==> src/rtl/stream_hist_bins.sv <==
// Streaming histogram: counts valid/ready samples into NUM_BINS programmable
// inclusive ranges, then drains the per-bin counts one at a time.
module stream_hist_bins #(
  parameter int DATA_W   = 8,
  parameter int NUM_BINS = 4,
  parameter int CNT_W    = 16,
  localparam int IDX_W   = $clog2(NUM_BINS)
) (
  input  logic              clk,
  input  logic              rst_n,
  input  logic              cfg_we,
  input  logic [IDX_W-1:0]  cfg_idx,
  input  logic [DATA_W-1:0] cfg_lo,
  input  logic [DATA_W-1:0] cfg_hi,
  input  logic              start,
  input  logic              stop,
  input  logic              s_valid,
  input  logic [DATA_W-1:0] s_data,
  output logic              s_ready,
  output logic              out_valid,
  input  logic              out_ready,
  output logic [IDX_W-1:0]  out_idx,
  output logic [CNT_W-1:0]  out_count,
  output logic              out_sat,
  output logic              busy,
  output logic              done
);

  localparam logic [CNT_W-1:0] CNT_MAX  = {CNT_W{1'b1}};
  localparam logic [IDX_W-1:0] LAST_IDX = IDX_W'(NUM_BINS - 1);

  typedef enum logic [1:0] {IDLE = 2'd0, ACCUM = 2'd1, DRAIN = 2'd2} state_t;

  state_t            state_r;
  logic [DATA_W-1:0] lo_r  [NUM_BINS];
  logic [DATA_W-1:0] hi_r  [NUM_BINS];
  logic [CNT_W-1:0]  cnt_r [NUM_BINS];
  logic              sat_r [NUM_BINS];
  logic              s_ready_r, out_valid_r, busy_r, done_r;
  logic [IDX_W-1:0]  out_idx_r;

  // An inverted range (lo > hi) can never satisfy both comparisons.
  function automatic logic in_bin(input logic [DATA_W-1:0] v,
                                  input logic [DATA_W-1:0] lo,
                                  input logic [DATA_W-1:0] hi);
    return (v >= lo) && (v <= hi);
  endfunction

  // Control FSM, bound registers, per-bin counters and registered handshake outputs.
  always_ff @(posedge clk or negedge rst_n) begin
    if (!rst_n) begin
      state_r     <= IDLE;
      s_ready_r   <= 1'b0;
      out_valid_r <= 1'b0;
      out_idx_r   <= '0;
      busy_r      <= 1'b0;
      done_r      <= 1'b0;
      for (int i = 0; i < NUM_BINS; i++) begin
        lo_r[i]  <= '0;
        hi_r[i]  <= '0;
        cnt_r[i] <= '0;
        sat_r[i] <= 1'b0;
      end
    end else begin
      done_r <= 1'b0;
      case (state_r)
        IDLE: begin
          if (cfg_we && (int'(cfg_idx) < NUM_BINS)) begin
            lo_r[cfg_idx] <= cfg_lo;
            hi_r[cfg_idx] <= cfg_hi;
          end
          if (start) begin
            for (int i = 0; i < NUM_BINS; i++) begin
              cnt_r[i] <= '0;
              sat_r[i] <= 1'b0;
            end
            state_r   <= ACCUM;
            s_ready_r <= 1'b1;
            busy_r    <= 1'b1;
          end
        end
        ACCUM: begin
          if (s_valid) begin
            for (int i = 0; i < NUM_BINS; i++) begin
              if (in_bin(s_data, lo_r[i], hi_r[i]) && (cnt_r[i] != CNT_MAX)) begin
                cnt_r[i] <= cnt_r[i] + {{(CNT_W-1){1'b0}}, 1'b1};
                if (cnt_r[i] == CNT_MAX - {{(CNT_W-1){1'b0}}, 1'b1}) begin
                  sat_r[i] <= 1'b1;
                end
              end
            end
          end
          if (stop) begin
            state_r     <= DRAIN;
            s_ready_r   <= 1'b0;
            out_valid_r <= 1'b1;
            out_idx_r   <= '0;
          end
        end
        DRAIN: begin
          if (out_ready) begin
            if (out_idx_r == LAST_IDX) begin
              state_r     <= IDLE;
              out_valid_r <= 1'b0;
              out_idx_r   <= '0;
              busy_r      <= 1'b0;
              done_r      <= 1'b1;
            end else begin
              out_idx_r <= out_idx_r + {{(IDX_W-1){1'b0}}, 1'b1};
            end
          end
        end
        default: begin
          state_r     <= IDLE;
          s_ready_r   <= 1'b0;
          out_valid_r <= 1'b0;
          out_idx_r   <= '0;
          busy_r      <= 1'b0;
        end
      endcase
    end
  end

  // Result data is a direct read of the selected bin, zeroed outside DRAIN.
  always_comb begin
    out_count = '0;
    out_sat   = 1'b0;
    if (out_valid_r) begin
      out_count = cnt_r[out_idx_r];
      out_sat   = sat_r[out_idx_r];
    end else begin
      out_count = '0;
      out_sat   = 1'b0;
    end
  end

  assign s_ready   = s_ready_r;
  assign out_valid = out_valid_r;
  assign out_idx   = out_idx_r;
  assign busy      = busy_r;
  assign done      = done_r;

endmodule

==> config.mk <==
export PLATFORM = sky130hd
export DESIGN_NAME = stream_hist_bins
export DESIGN_NICKNAME = d
export VERILOG_FILES = /design/src/rtl/stream_hist_bins.sv
export SDC_FILE = /design/constraint.sdc
export NUM_CORES = 1
export LEC_CHECK = 0
export CORE_ASPECT_RATIO = 0.7
export CORE_MARGIN = 2
export CORE_UTILIZATION = 30
export DETAILED_ROUTE_END_ITERATION = 12
export PLACE_DENSITY = 0.51
export SYNTH_ARGS = -nofsm -noshare
export SYNTH_HDL_FRONTEND = slang
export SYNTH_SLANG_ARGS = --single-unit
==> constraint.sdc <==
create_clock -name clk -period 2.5 [get_ports clk]
set_input_delay 0.75 -clock clk [delete_from_list [all_inputs] [get_ports clk]]
set_output_delay 0.75 -clock clk [all_outputs]
set_load 0.005 [all_outputs]
# == Word-level counts from Yosys, hierarchy flattened ==
# Cells that the tools add are included.
# word_totals
reg_bits,140
input_bits,33
# classes
n_addsub,5
order_cmp,11
eq_ne,24
mux,50
n_bitwise,5
reduce_logical,25
# op_table
operator,count
64-bit 2-to-1 mux,2
64-bit case mux with 2 select lines,1
16-bit 2-to-1 mux,7
"16-bit by 1-bit adder with 16-bit output, second input constant",4
32-bit bitwise mux,2
"16-bit equality test, second input constant",4
"16-bit inequality test, second input constant",4
16-bit binary-select mux with 2-bit select,1
8-bit >= comparator,4
8-bit less-or-equal comparator,4
4-bit AND reduction,7
"2-bit inequality test, second input constant",13
5-bit AND reduction,4
1-bit 2-to-1 mux,19
8-bit demux with 2-bit select,1
2-bit 2-to-1 mux,7
2-bit case mux with 3 select lines,2
1-bit logical AND,9
1-bit case mux with 3 select lines,3
4-bit 2-to-1 mux,2
8-bit 2-to-1 mux,1
4-bit case mux with 2 select lines,1
"3-bit >= comparator, second input constant",2
2-bit NOT with 3-bit output,2
10 further kinds,14

# == Logic depth before layout (Yosys ltp) ==
# depth
depth_word,6
depth_mapped,11
mapped_depth_nobuf,9

# == Worst setup path after synthesis ==
# OpenSTA, ideal clock, no wires.
# synth_timing
path_type,input port to flip-flop
from,input port s_data[0]
to,register cnt_r[60] (netlist bit)
setup_time_ns,0.065
arrival_ns,2.421
slack_ns,0.013
stages,9
path_buffers,0
path_cell_list,inv_1 ha_1 nand2b_1 a21o_1 a21oi_1 o31ai_2 o2111ai_1 or3b_1 nand2_1
# synth_via
elab_chain_len,5
# synth_rtl
item,line,text
from (decl),18,"input logic [DATA_W-1:0] s_data,"
8-bit >= comparator / 8-bit less-or-equal comparator (equally long branches),46,return (v >= lo) && (v <= hi);
1-bit logical AND (*),46,
1-bit logical AND (*),85,"if (in_bin(s_data, lo_r[i], hi_r[i]) && (cnt_r[i] != CNT_MAX)) begin"
2-bit inequality test (no source line) (*),-,
4-bit AND reduction (no source line) (*),-,
"to (signal, indexed assignment)",86,"cnt_r[i] <= cnt_r[i] + {{(CNT_W-1){1'b0}}, 1'b1};"
to (decl),37,logic [CNT_W-1:0] cnt_r [NUM_BINS];
# Mark *: on every way between the ends. The rest lies on a longest branch, timed or not.
# A chain may end at the register's enable or synchronous reset.

# == Final worst setup path ==
# layout_timing
from,register out_idx_r[0] (netlist: out_idx[0])
to,output port out_count[11]
# layout_via
elab_chain_len,5
# layout_rtl
item,line,text
from (decl),40,logic [IDX_W-1:0] out_idx_r;
from (signal assigned),109,"out_idx_r <= out_idx_r + {{(IDX_W-1){1'b0}}, 1'b1};"
2-bit NOT with 3-bit output (not written as such),129,out_count = cnt_r[out_idx_r];
16-bit binary-select mux with 2-bit select,129,
16-bit 2-to-1 mux (not written as such) (2 in series),129,
16-bit 2-to-1 mux,128,if (out_valid_r) begin
to (decl),23,"output logic [CNT_W-1:0] out_count,"
# No other way between the ends. The select of a mux whose other input is x is not followed.

==> results.json <==
{
  "die_h_um": 144.1,
  "synth_seq_area_share_pct": 41.62,
  "synth_area_leaders": "dfrtp_1, ha_1, mux2_2, mux4_2, nand2_1",
  "core_um2": 27690,
  "fin_util_pct": 41.01,
  "crit_path_start_kind": "flip-flop",
  "dp_worst_setup_slack_ns": -0.9128,
  "synth_area_um2": 8417,
  "syn_inst": 840,
  "rows": 51,
  "track_usage_pct": 18.78,
  "drc": 0,
  "drt-total-wl_um": 26650,
  "root_buffer": "clkbuf_16",
  "switching_share_pct": 36.90,
  "setup_viol": 17,
  "reg2reg_to": "cnt_r[55]",
  "vias_per_cell": 5.216,
  "p_leak_nw": 4.939,
  "via_count": 7224,
  "clkPwrFrac_pct": 26.0,
  "grt_pass1_vias": 6992,
  "min_path_type": "input pin to asynchronous set/reset pin",
  "cp-end-kind": "primary output",
  "syn_nets": 946,
  "intPower_mw": 6.650,
  "n_antenna_cell": 0,
  "syn_avg_cell_area_um2": 10.02,
  "synthDistinctLibCells": 58,
  "yosysWarnings": 0,
  "cts_made_buffers": 17,
  "slew-limit-headroom_pct": 61.85,
  "p_comb_share_pct": 43.1,
  "grt_pass1_wl_um": 41700,
  "maxCapViolCount": 0,
  "initial_core_util_pct": 30.39,
  "drt-pass1-iter-count": 5,
  "ir_drop_mv": 0.3797,
  "fin_area_um2": 11360,
  "synth_common_cells": "dfrtp_1, nand2_1, ha_1",
  "required_ns": 1.75,
  "p_seq_share_pct": 30.9,
  "final.fill_count": 2678,
  "timing.fmax_mhz": 374.3,
  "ant_nets": 0,
  "final-hold-violation-count": 0,
  "synth-seq-cells": 140,
  "place.gp.congestion": 0.8463,
  "power_mw": 10.54,
  "grt_antenna_before_repair": 0,
  "rsz0062_at_grt": "true",
  "drive_gt1_share_pct": 30.57,
  "worstReg2RegStart": "cnt_r[49]",
  "async_reset_ff_share_pct": 100.0,
  "clk_latency_ns": 0.43,
  "wl_per_cell_um": 19.24,
  "power.net_switching_mw": 3.890,
  "status": "complete, but fails checks",
  "hold_buffers": 0,
  "reg2reg_depth": 9,
  "worstMarginPinSlew_ns": 0.5722,
  "synth_top_area_cell": "dfrtp_1",
  "grt_max_degree": 54,
  "clkSinkCount": 140,
  "io_pins": 56,
  "cts_max_level": 4,
  "synth_top_area_share_pct": 41.62,
  "post_dp_cell_area_um2": 10140,
  "setup_slack_ns": -0.1718,
  "syn2layout_area_growth_pct": 34.95,
  "port_buffers": 55,
  "hpwlAfterDp_um": 19400,
  "cts_tree": "done",
  "cts.path.max_buffers": 2,
  "nets": 1108,
  "powerDensity_nw_per_um2": 927.9,
  "r2r_setup_slack_ns": 0.20,
  "synth_ff_type": "dfrtp_1",
  "design.die.area_um2": 29430,
  "critPathMaxFanout": 7,
  "slew_viol_final": 0,
  "overflow": 0,
  "clock_skew_ns": 0.009141,
  "period_share_pct": 106.9,
  "post-synth-top-count-cell": "dfrtp_1",
  "die_x_um": 204.2,
  "worstPathArrival_ns": 1.92,
  "synth_edf_count": 0,
  "worst-setup-path-type": "flip-flop to primary output",
  "dr.first_iter.drc_count": 530,
  "clkSlewWorstSetupHoldPaths_ns": 0.07,
  "period_minus_slack_ns": 2.672,
  "violations": "negative setup slack"
}
critical path: stages (launching register included):
cell and delay (ns):
dfrtp_2 0.44, buf_8 0.16, buf_12 0.11, mux4_2 0.49, and2_4 0.17, buf_6 0.10
power by group through the flow:
stage               registers [mW]  clock network, mW  logic, mW
floorplan                     3.13                  0       2.36
global placement              3.25                  0       3.77
detailed placement            3.26                  0       3.78
CTS                           3.25               2.78       4.35
global route                  3.33               2.87       5.02
finish                        3.26               2.74       4.54
cell usage in the layout (no fill, tap or decap), drive strengths merged, types with 27 or more instances in the layout:
| cell type | count |
|---|---|
| nand2 | 82 |
| mux2 | 36 |
| o21ai | 55 |
| a21oi | 36 |
| buf | 133 |
| clkbuf | 27 |
| clkdlybuf4s50 | 28 |
| dfrtp | 140 |
| nor2 | 30 |
| nand4 | 29 |
| o31ai | 37 |
| nand3 | 34 |
| ha | 73 |
| o211ai | 30 |
| inv | 73 |
per-stage QoR:
stage                     hold slack (ns)  std cells  setup TNS (ns)
after floorplan                    0.4453        840               0
after global placement             0.4754       1336          -52.40
after detailed placement           0.4852       1336          -53.07
after CTS                          0.2968       1384          -3.338
after global routing               0.3024       1385          -2.918
final                              0.2714       1385          -1.777
worst max-delay path by stage:
stage / start / to / slack [ns] / cells after the start
finish: out_idx[0] / out_count[11] / -0.17 / 5
global route: out_idx[0] / out_count[1] / -0.23 / 5
CTS: out_idx[0] / out_count[1] / -0.27 / 6
detailed placement: s_data[1] / cnt_r[45] / -0.91 / 10
global placement: s_data[1] / cnt_r[45] / -0.90 / 10
floorplan: s_data[0] / cnt_r[60] / 0.01 / 9
registers in the layout, indices dropped and copies added, names as in the netlist:
register / flops
hi_r: 32
state_r: 2
lo_r: 32
out_valid: 1
done: 1
sat_r: 4
busy: 1
out_idx: 2
cnt_r: 64
s_ready: 1
area by class of cell:
cell class | instances | area (um^2) | share of cell area, %
clock inverters | 14 | 195.2 | 1.718
inverters | 71 | 266.5 | 2.346
flip-flops and latches | 140 | 3506 | 30.87
clock buffers | 17 | 425.4 | 3.745
well taps | 371 | 464.2 | 4.087
repair buffers | 173 | 1575 | 13.87
multi-input cells | 599 | 4926 | 43.37
layer usage:
layer	GRT usage [%]	part of all wire [%]	up-vias
li1	-	-	3442
met1	29.59	53	3588
met2	25.66	41	174
met3	3.808	5.2	20
met4	4.386	0.83	0
met5	0	0	-
logic make-up (layout without fill, tap and decap cells):
family | after synthesis | count (layout) | synth area share, %
fa+ha+maj | 73 | 73 | 10.85
flops | 140 | 140 | 41.62
simple gates | 255 | 255 | 15.58
buf+inv | 101 | 275 | 4.935
compound gates | 215 | 215 | 17.29
mux | 56 | 56 | 9.722
repair_timing:
item,in CTS,in global routing
resized for setup,153,65
pin swaps,19,26
gates cloned,4,0
buffers inserted,13,5
endpoints found under the setup margin,85,75
Note: power is estimated with default switching activity, not from simulation.
